$ cat src/rtl/fetch_unit.sv
// Single-outstanding instruction fetch stage: IDLE/REQ/WAIT/FULL with redirect kill.
// Optional retired-fetch counter enabled by defining FETCH_PERF_CNT_EN.
module fetch_unit #(
  parameter logic [31:0] RESET_PC = 32'h0000_0000
) (
  input  logic        clk,
  input  logic        rst_n,
  input  logic        redirect_valid,
  input  logic [31:0] redirect_pc,
  output logic        imem_req,
  output logic [31:0] imem_addr,
  input  logic        imem_gnt,
  input  logic        imem_rvalid,
  input  logic [31:0] imem_rdata,
  output logic        instr_valid,
  output logic [31:0] instr,
  output logic [31:0] instr_pc,
  input  logic        instr_ready,
`ifdef FETCH_PERF_CNT_EN
  output logic [31:0] perf_fetch_cnt,
`endif
  output logic [1:0]  fsm_state
);

  // Handshakes: a request is issued on any cycle with imem_req=1 and imem_gnt=1;
  // a response is taken only in WAIT on imem_rvalid=1; decode consumes the held
  // instruction on any cycle with instr_valid=1 and instr_ready=1 unless a
  // redirect arrives in the same cycle.
  typedef enum logic [1:0] {
    S_IDLE = 2'd0,
    S_REQ  = 2'd1,
    S_WAIT = 2'd2,
    S_FULL = 2'd3
  } state_e;

  state_e      state, state_nxt;
  logic [31:0] pc, pc_nxt;
  logic        kill, kill_nxt;
  logic        capture;
  logic        handshake;
  logic [31:0] redirect_aligned;
  logic        unused_low_bits;

  assign redirect_aligned = {redirect_pc[31:2], 2'b00};
  assign unused_low_bits  = ^redirect_pc[1:0];

  always_comb begin
    state_nxt = state;
    pc_nxt    = pc;
    kill_nxt  = kill;
    capture   = 1'b0;
    handshake = 1'b0;
    case (state)
      S_IDLE: begin
        state_nxt = S_REQ;
        if (redirect_valid) pc_nxt = redirect_aligned;
      end
      S_REQ: begin
        if (redirect_valid) begin
          pc_nxt = redirect_aligned;
          // A grant in the redirect cycle still leaves a response in flight.
          if (imem_gnt) begin
            state_nxt = S_WAIT;
            kill_nxt  = 1'b1;
          end
        end else if (imem_gnt) begin
          state_nxt = S_WAIT;
        end
      end
      S_WAIT: begin
        if (redirect_valid) begin
          pc_nxt = redirect_aligned;
          if (imem_rvalid) begin
            state_nxt = S_REQ;
            kill_nxt  = 1'b0;
          end else begin
            kill_nxt  = 1'b1;
          end
        end else if (imem_rvalid) begin
          if (kill) begin
            state_nxt = S_REQ;
            kill_nxt  = 1'b0;
          end else begin
            capture   = 1'b1;
            pc_nxt    = pc + 32'd4;
            state_nxt = S_FULL;
          end
        end
      end
      S_FULL: begin
        if (redirect_valid) begin
          pc_nxt    = redirect_aligned;
          state_nxt = S_REQ;
        end else if (instr_ready) begin
          handshake = 1'b1;
          state_nxt = S_REQ;
        end
      end
      default: state_nxt = S_IDLE;
    endcase
  end

  always_ff @(posedge clk) begin
    if (!rst_n) begin
      state    <= S_IDLE;
      pc       <= RESET_PC;
      kill     <= 1'b0;
      instr    <= 32'd0;
      instr_pc <= 32'd0;
    end else begin
      state <= state_nxt;
      pc    <= pc_nxt;
      kill  <= kill_nxt;
      if (capture) begin
        instr    <= imem_rdata;
        instr_pc <= pc;
      end
    end
  end

  assign imem_req    = (state == S_REQ);
  assign imem_addr   = pc;
  assign instr_valid = (state == S_FULL);
  assign fsm_state   = state;

`ifdef FETCH_PERF_CNT_EN
  always_ff @(posedge clk) begin
    if (!rst_n) perf_fetch_cnt <= 32'd0;
    else if (handshake) perf_fetch_cnt <= perf_fetch_cnt + 32'd1;
  end
`endif

endmodule

$ cat config.mk
export PLATFORM = sky130hd
export DESIGN_NAME = fetch_unit
export DESIGN_NICKNAME = d
export VERILOG_FILES = /design/src/rtl/fetch_unit.sv
export SDC_FILE = /design/constraint.sdc
export NUM_CORES = 1
export LEC_CHECK = 0
export BUFFER_PORTS_ARGS = -buffer_cell sky130_fd_sc_hd__buf_2
export CAP_MARGIN = 20
export CORE_MARGIN = 4
export CORE_UTILIZATION = 45
export CTS_CLUSTER_DIAMETER = 80
export CTS_CLUSTER_SIZE = 12
export DETAILED_ROUTE_END_ITERATION = 7
export GPL_ROUTABILITY_DRIVEN = 0
export HOLD_SLACK_MARGIN = 0.03
export MAX_ROUTING_LAYER = met4
export PLACE_DENSITY_LB_ADDON = 0.1
export SETUP_SLACK_MARGIN = 0.4
export SLEW_MARGIN = 20
export SYNTH_ARGS = -nofsm -noshare
export SYNTH_HDL_FRONTEND = slang
export SYNTH_SLANG_ARGS = --single-unit
$ cat constraint.sdc
create_clock -name clk -period 1.7 [get_ports clk]
set_clock_uncertainty 0.05 [all_clocks]
set_input_delay 0.17 -clock clk [delete_from_list [all_inputs] [get_ports clk]]
set_output_delay 0.17 -clock clk [all_outputs]
set_load 0.1 [all_outputs]
# Word-level counts from Yosys, hierarchy flattened
# Cells that the tools add are included.
dict set report totals {
  ff_bits 99
  input_bits 70
}
dict set report op_classes {
  addsub 1
  eq_ne 10
  mux 23
  n_reduce_logical 6
}
# operator count
set ops {}
lappend ops {{2-to-1 mux 32 bit} 4}
lappend ops {{one-hot mux 32 bit (2 select lines)} 1}
lappend ops {{adder 32 x 3 -> 32 bit, second input constant} 1}
lappend ops {{2-to-1 mux 2 bit} 7}
lappend ops {{2-to-1 mux 1 bit} 9}
lappend ops {{one-hot mux 2 bit (4 select lines)} 1}
lappend ops {{inequality test 3 bit, second input constant} 2}
lappend ops {{AND reduction 3 bit} 2}
lappend ops {{== test 2 bit, second input constant} 2}
lappend ops {{inequality test 2 x 1 -> 1 bit, second input constant} 2}
lappend ops {{inequality test 2 bit, second input constant} 2}
lappend ops {{AND reduction 4 bit} 1}
lappend ops {{inequality test 3 x 2 -> 1 bit, second input constant} 1}
lappend ops {{OR reduction 3 bit} 1}
lappend ops {{== test 2 x 1 -> 1 bit, second input constant} 1}
lappend ops {{logical NOT 2 bit} 1}
lappend ops {{one-hot mux 1 bit (2 select lines)} 1}
lappend ops {{nonzero test 2 bit} 1}

# Depth between registers and ports, before layout
# Gate-level depths: netlist of the first run.
dict set report depth {
  word_depth 5
  mapped_depth 8
  mapped_depth_nobuf 6
}

# Least setup slack after synthesis of the first run
# Ideal clock, no wire load.
dict set report synth_timing {
  path_type {flip-flop to flip-flop}
  from {register state[1], in the netlist fsm_state[1]}
  to {register state[0], in the netlist fsm_state[0]}
  setup_time_ps 115
  t_arrival_ps 2620
  required_ps 1535
  path_slack_ps -1084
  path_stages_with_launch 6
  path_buffers 0
  path_cell_list {dfxtp_1 > ha_1 > nor3b_1 > a21oi_1 > and2_1 > o21a_1}
}
dict set report synth_between {
  elab_chain_len 3
  elab_cells_between_ends 9
  classes_between {6 x eq/ne; 1 x mux; 2 x reduce/logical}
}
# item line_no
set synth_lines {}
lappend synth_lines {{from (decl)} 36} ;# state_e state, state_nxt;
lappend synth_lines {{from (signal assigned)} 111} ;# state <= state_nxt;
lappend synth_lines {{== test 2 bit *} --}
lappend synth_lines {{named net instr_valid} 15} ;# output logic instr_valid,
lappend synth_lines {{inequality test 3 x 2 -> 1 bit (no line)} --}
lappend synth_lines {{AND reduction 3 bit (no line)} --}
# The timed path passes the listed nets; every way through them passes the cells marked *.
# A chain may end at the register's enable or synchronous reset.

# Final worst setup path of the first run
dict set report layout_timing {
  from {register state[0], in the netlist fsm_state[0]}
  to {register pc[16], in the netlist imem_addr[16]}
}
dict set report layout_between {
  elab_chain_len 4
  elab_cells_between_ends 10
  classes_between {6 x eq/ne; 1 x mux; 3 x reduce/logical}
}
# item line_no
set layout_lines {}
lappend layout_lines {{== test 2 x 1 -> 1 bit, or another cell as far along} 53} ;# case (state)
lappend layout_lines {{OR reduction 3 bit (no line)} --}
lappend layout_lines {{inequality test 2 x 1 -> 1 bit (no line)} --}
lappend layout_lines {{AND reduction 3 bit (no line)} --}
lappend layout_lines {{to (signal assigned)} 112} ;# pc <= pc_nxt;
lappend layout_lines {{to (decl)} 37} ;# logic [31:0] pc, pc_nxt;
# Several ways; a longest one is shown, not always the timed one.

==> results of run 1 <==
-- Yosys cell counts (6+ instances only) --
master | count | area (um2)
dfxtp_1 | 95 | 1900
nand2_1 | 148 | 556
o21ai_0 | 13 | 65.1
nor2_1 | 14 | 52.6
a21oi_1 | 82 | 410
nand4_1 | 11 | 68.8
buf_2 | 20 | 100
and3_1 | 6 | 37.5
nor3_1 | 9 | 45.0
clkbuf_1 | 17 | 63.8
and2_1 | 10 | 62.6
a31oi_1 | 11 | 68.8
inv_1 | 10 | 37.5
nand3_1 | 15 | 75.1
buf_4 | 6 | 45.0
-- state kept, by name, indices dropped and copies added (netlist names) --
signal / count
instr: 32
kill: 1
instr_pc: 30
fsm_state: 2
imem_addr: 30
-- kinds of logic after synthesis --
logic type,after synthesis
flops,95
fa+ha+maj,4
compound gates,155
simple gates,260
mux,3
other cells,1
buf+inv,60
-- what timing repair did --
action	4_1_cts	5_1_grt
endpoints found under the hold margin	35	0
endpoints found under the setup margin	191	118
pin swaps	26	66
hold buffers	35	0
gates resized for setup	168	136
setup buffers	35	6
cloned	6	4
-- cell type report --
| class | count | area (um2) |
|---|---|---|
| multi-input combinational | 426 | 3110 |
| timing repair buffer | 281 | 2610 |
| sequential | 95 | 2010 |
| fill | 584 | 1670 |
| clock buffer | 13 | 181 |
| tap | 133 | 166 |
| inverter | 11 | 43.8 |
| clock inverter | 3 | 22.5 |
| antenna | 1 | 2.50 |
-- worst register-to-register path: stages (launching register included) --
cell,delay [ps]
dfxtp_4,360
inv_4,60
ha_4,140
nand3b_1,170
buf_6,190
nor3_4,240
a31oi_1,140
o311a_1,310
-- metrics by stage --
| stage | util [%] | setup TNS, ps | power [mW] | worst slack (ps) |
|---|---|---|---|---|
| after floorplan | - | -2230 | 3.26 | -163 |
| after global placement | 60.5 | 0 | 3.50 | 32.8 |
| after detailed placement | 60.5 | -26.2 | 3.52 | -26.2 |
| after CTS | 75.9 | 0 | 5.27 | 39.3 |
| after global routing | 83.0 | -4220 | 5.60 | -120 |
| final | 83.0 | -614 | 5.44 | -68.0 |
-- layer usage --
layer	track usage (%)	up-vias	wire length, um
met5	-	-	0
li1	-	2548	-
met2	47.0	398	9760
met4	11.0	0	803
met1	35.3	2740	7410
met3	4.66	89	1810
-- power groups by stage --
stage                     Combinational, mW  Sequential, mW  Clock (mW)
after detailed placement               1.07            2.45           0
after global placement                 1.05            2.45           0
after floorplan                       0.387            2.87           0
final                                  1.48            2.42        1.54
after global routing                   1.53            2.43        1.63
after CTS                              1.33            2.40        1.54
-- final timing paths --
path / from / endpoint / slack (ps) / cells after the start
hold / removal: redirect_pc[21] / imem_addr[21]$_SDFFE_PN0P_ / 50 / 3
setup reg to reg: fsm_state[0]$_SDFFE_PN0P_ / imem_addr[16]$_SDFFE_PN0P_ / -70 / 7
setup / recovery: fsm_state[0]$_SDFFE_PN0P_ / imem_addr[16]$_SDFFE_PN0P_ / -70 / 7
hold reg to reg: instr[9]$_SDFFE_PN0P_ / instr[9]$_SDFFE_PN0P_ / 420 / 2
==> results.yml, run 1 <==
power_and_ir_drop:
  p_per_area_mw_per_mm2: 667
  peakVddDrop_v: 0.000484
  p_int_mw: 3.55
  power_frac_comb_pct: 27.2
  swShare_pct: 34.8
  pwr-share-seq_pct: 44.5
  p_leak_nw: 3.47
  clock_power_share_pct: 28.2
  switchingPower_mw: 1.89
timing:
  fin_hold_ws_ps: 46.6
  period_share_pct: 104
  setup_viol: 29
  fin_ws_ps: -68.0
  finalHoldViolations: 0
  fmax_mhz: 566
  maxSlewViolCount: 0
  rsz0062_at_grt: "yes"
  final.min_clock_period_ps: 1770
die:
  initial_core_util_pct: 46.2
  dieArea_mm2: 0.0118
  die_h_um: 108
  die_x_um: 108
  rows: 36
  ios: 170
  core_mm2: 0.00982
yosys:
  yosys.area_share.xor_xnor_pct: 0
  synth_top_family_by_area: "simple AND/OR/NAND/NOR gates"
  synthDistinctLibCells: 72
  ys_warn_count: 0
  synthMuxAreaShare_pct: 0.689
  synth_simple_gate_area_share_pct: 28.5
  synthCells: 578
  synth_compound_area_share_pct: 21.5
  synthAdderAreaFrac_pct: 1.10
  synth-edff-count: 0
  syn_area_mm2: 0.00454
  ys_seq_elements: 95
  yosysSeqAreaShare_pct: 41.9
  async_flop_share_pct: 0
  syn_area_per_cell_um2: 7.85
  synth_flop_cell: "dfxtp_1"
worst_setup_path:
  critPathKind: "flop to flop"
  slowest_delay_ps: 360
  worst_setup_path_end_kind: "flop"
  cp.buffers_inverters: 2
  cp_slowest_cell: "dfxtp_4"
  path_max_fanout: 4
  worstSetupStartpointType: "flop"
  path_cells: "inv_4, ha_4, nand3b_1, buf_6, nor3_4, a31oi_1, o311a_1"
  cp_data_arrival_time_ps: 1980
  critPathTopFamily: "compound AO/OA/AOI/OAI gates"
  required_ps: 1920
finish:
  nets: 898
  layout-drive-gt1-share_pct: 52.1
  final-instance-count-excl-fill: 963
  final_cell_area_mm2: 0.00815
  layout_common_cells: "nand2_1 (118), buf_4 (101), buf_2 (68), dfxtp_1 (63), buf_6 (49)"
  syn2layout_area_growth_pct: 79.7
  final_common_cell: "nand2_1"
route:
  first_pass_iters: 6
  ant_nets: 0
  finalWirelength_mm: 19.8
  viasPerCell: 6.00
  drcViolationCount: 0
  dr_total_vias: 5775
  routedWlPerCell_um: 20.5
  drt_iter0_drc: 551
grt:
  grt_pass1_wl_mm: 26.2
  antenna_found_initial: 0
  grt_max_degree: 32
  grt_util_all_layers_pct: 28.6
  grt_pass1_vias: 5356
  overflow: 0
cts:
  cts_tree: "built"
  cts-root-buf: "clkbuf_8"
  numCtsBuffers: 9
  clock_tree.buffer_depth: 2
  cts.sinks: 95
  clk_latency_ps: 370
  htreeDepth: 3
  clk_pin_slew_ps: 100
placement:
  io_buffers: 163
  dp_hpwl_mm: 10.4
  dpl.cell_count: 860
  dpl-instance-area_mm2: 0.00594
run_status:
  status: "complete, but fails checks"
  violations: "negative setup slack"
flow_run:
  maxCapViolCount: 0
hold_path:
  worstHoldPathType: "primary input to flop"
No activity file was read; power rests on OpenSTA's default activity.
==> run 2, diff against run 1 <==
MAX_ROUTING_LAYER = default   (was met4)
==> run 2 against run 1 <==
Compared with the run above: the run still ends with negative setup slack left; clock-buffer cell count is the same; global-route usage down 0.83 points; critical path depth grew 2; sequential power hardly changed; non-clock buffer count did not move; sequential cell count stayed put; worst hold slack better by 4.3 ps; combinational power about the same; critical path type unchanged; sequential share of layout area decreased by 0.061 points.
==> results.yml, run 2 (synthesis results as in run 1) <==
run_status:
  status: "complete, but fails checks"
  violations: "negative setup slack"
grt:
  overflow: 0
  grt_pass1_wl_mm: 26.2
  antenna_found_initial: 0
  grt_max_degree: 32
  grt_util_all_layers_pct: 27.8
  grt_pass1_vias: 5354
finish:
  final_cell_area_mm2: 0.00817
  largest_reg_flops: 32
  final-instance-count-excl-fill: 962
  layout-drive-gt1-share_pct: 52.8
  final_common_cell: "nand2_1"
  fillers: 587
  layout_common_cells: "nand2_1 (115), buf_4 (101), buf_2 (68), dfxtp_1 (63), buf_6 (48)"
  syn2layout_area_growth_pct: 80.1
  regArea_mm2: 0.00201
  multi_input_area_mm2: 0.00313
  final_util_pct: 83.2
  nets: 898
  antenna_cells: 0
  top_register: "instr"
timing:
  fmax_mhz: 568
  final.min_clock_period_ps: 1760
  maxSlewViolCount: 0
  period_share_pct: 104
  fin_ws_ps: -59.7
  fin_hold_ws_ps: 50.8
  rsz0062_at_grt: "yes"
  fin_tns_setup_ps: -682
  finalHoldViolations: 0
  setup_viol: 29
cts:
  clk_pin_slew_ps: 90
  cts-root-buf: "clkbuf_8"
  clk_latency_ps: 360
  htreeDepth: 3
  clock_tree.buffer_depth: 2
  numCtsBuffers: 9
  cts.sinks: 95
  cts_tree: "built"
route:
  drcViolationCount: 0
  dr_total_vias: 5662
  finalWirelength_mm: 19.5
  viasPerCell: 5.89
  first_pass_iters: 6
  ant_nets: 0
  routedWlPerCell_um: 20.3
  drt_iter0_drc: 683
power_and_ir_drop:
  power_frac_comb_pct: 27.2
  pwr-share-seq_pct: 44.5
  p_per_area_mw_per_mm2: 666
  clock_power_share_pct: 28.3
  switchingPower_mw: 1.89
  p_leak_nw: 3.48
  p_int_mw: 3.55
  swShare_pct: 34.8
  power_mw: 5.44
  peakVddDrop_v: 0.000462
worst_setup_path:
  required_ps: 1950
  timing.rr.end: "imem_addr[11]$_SDFFE_PN0P_"
  r2r_slack_ps: -60
  worstSetupStartpointType: "flop"
  r2r-start: "fsm_state[0]$_SDFFE_PN0P_"
  critPathKind: "flop to flop"
  cp_data_arrival_time_ps: 2010
  worst_setup_path_end_kind: "flop"
  reg2reg_depth: 9
  path_max_fanout: 6
placement:
  dpl.cell_count: 860
  dp_hpwl_mm: 10.4
  io_buffers: 163
  dpl-instance-area_mm2: 0.00594
  dpl_worst_slack_ps: -26.2
die:
  initial_core_util_pct: 46.2
  die_x_um: 108
  rows: 36
  die_h_um: 108
  core_mm2: 0.00982
  dieArea_mm2: 0.0118
  ios: 170
hold_path:
  min_delay_path_depth: 3
  worstHoldPathType: "primary input to flop"
  min_from: "redirect_pc[21]"
  holdPathEnd: "imem_addr[21]$_SDFFE_PN0P_"
flow_run:
  maxCapViolCount: 0
[run 2: changes by cell type in the layout (fill, tap and decap cells not counted), sizes merged]
cell and delta:
diode -1
[run 2: timing repair]
action,CTS,global route
pin swaps,26,66
setup endpoints to repair,191,117
cloned,6,4
gates resized for setup,168,143
hold buffers,35,0
buffers inserted,35,6
hold endpoints to repair,35,0
[run 2: routing by layer]
layer | up-vias | part of all wire [%] | GRT usage [%]
li1 | 2552 | - | -
met1 | 2684 | 37 | 34.9
met2 | 348 | 50 | 46.9
met3 | 78 | 8.7 | 5.37
met4 | 0 | 3.8 | 11.0
met5 | - | 0 | 0
[run 2: power groups by stage]
stage / Combinational [mW] / Sequential [mW] / Clock (mW)
finish: 1.48 / 2.42 / 1.54
global route: 1.53 / 2.43 / 1.63
detailed placement: 1.07 / 2.45 / 0
CTS: 1.33 / 2.40 / 1.54
global placement: 1.05 / 2.45 / 0
floorplan: 0.387 / 2.87 / 0
[run 2: worst max path at each step]
| stage | start | end |
|---|---|---|
| after floorplan | fsm_state[1]$_SDFFE_PN0P_ | imem_addr[27]$_SDFFE_PN0P_ |
| after global placement | fsm_state[0]$_SDFFE_PN0P_ | imem_addr[16]$_SDFFE_PN0P_ |
| after detailed placement | fsm_state[0]$_SDFFE_PN0P_ | imem_addr[16]$_SDFFE_PN0P_ |
| after CTS | fsm_state[0]$_SDFFE_PN0P_ | instr[20]$_SDFFE_PN0P_ |
| after global routing | fsm_state[0]$_SDFFE_PN0P_ | imem_addr[16]$_SDFFE_PN0P_ |
| final | fsm_state[0]$_SDFFE_PN0P_ | imem_addr[11]$_SDFFE_PN0P_ |
[run 2: area by class of cell]
type,count,area share [%]
multi-input combinational,426,38.3
timing repair buffer,281,32.0
sequential,95,24.6
clock buffer,13,2.22
tap,133,2.04
inverter,11,0.536
clock inverter,3,0.276
[run 2: worst max-delay path, stage by stage (launching register included)]
cell and delay, ps:
dfxtp_4 360, inv_4 60, ha_4 140, buf_4 110, buf_6 110, nor2b_4 290, buf_6 170, nor2_2 40
a41oi_2 150, o221a_1 210
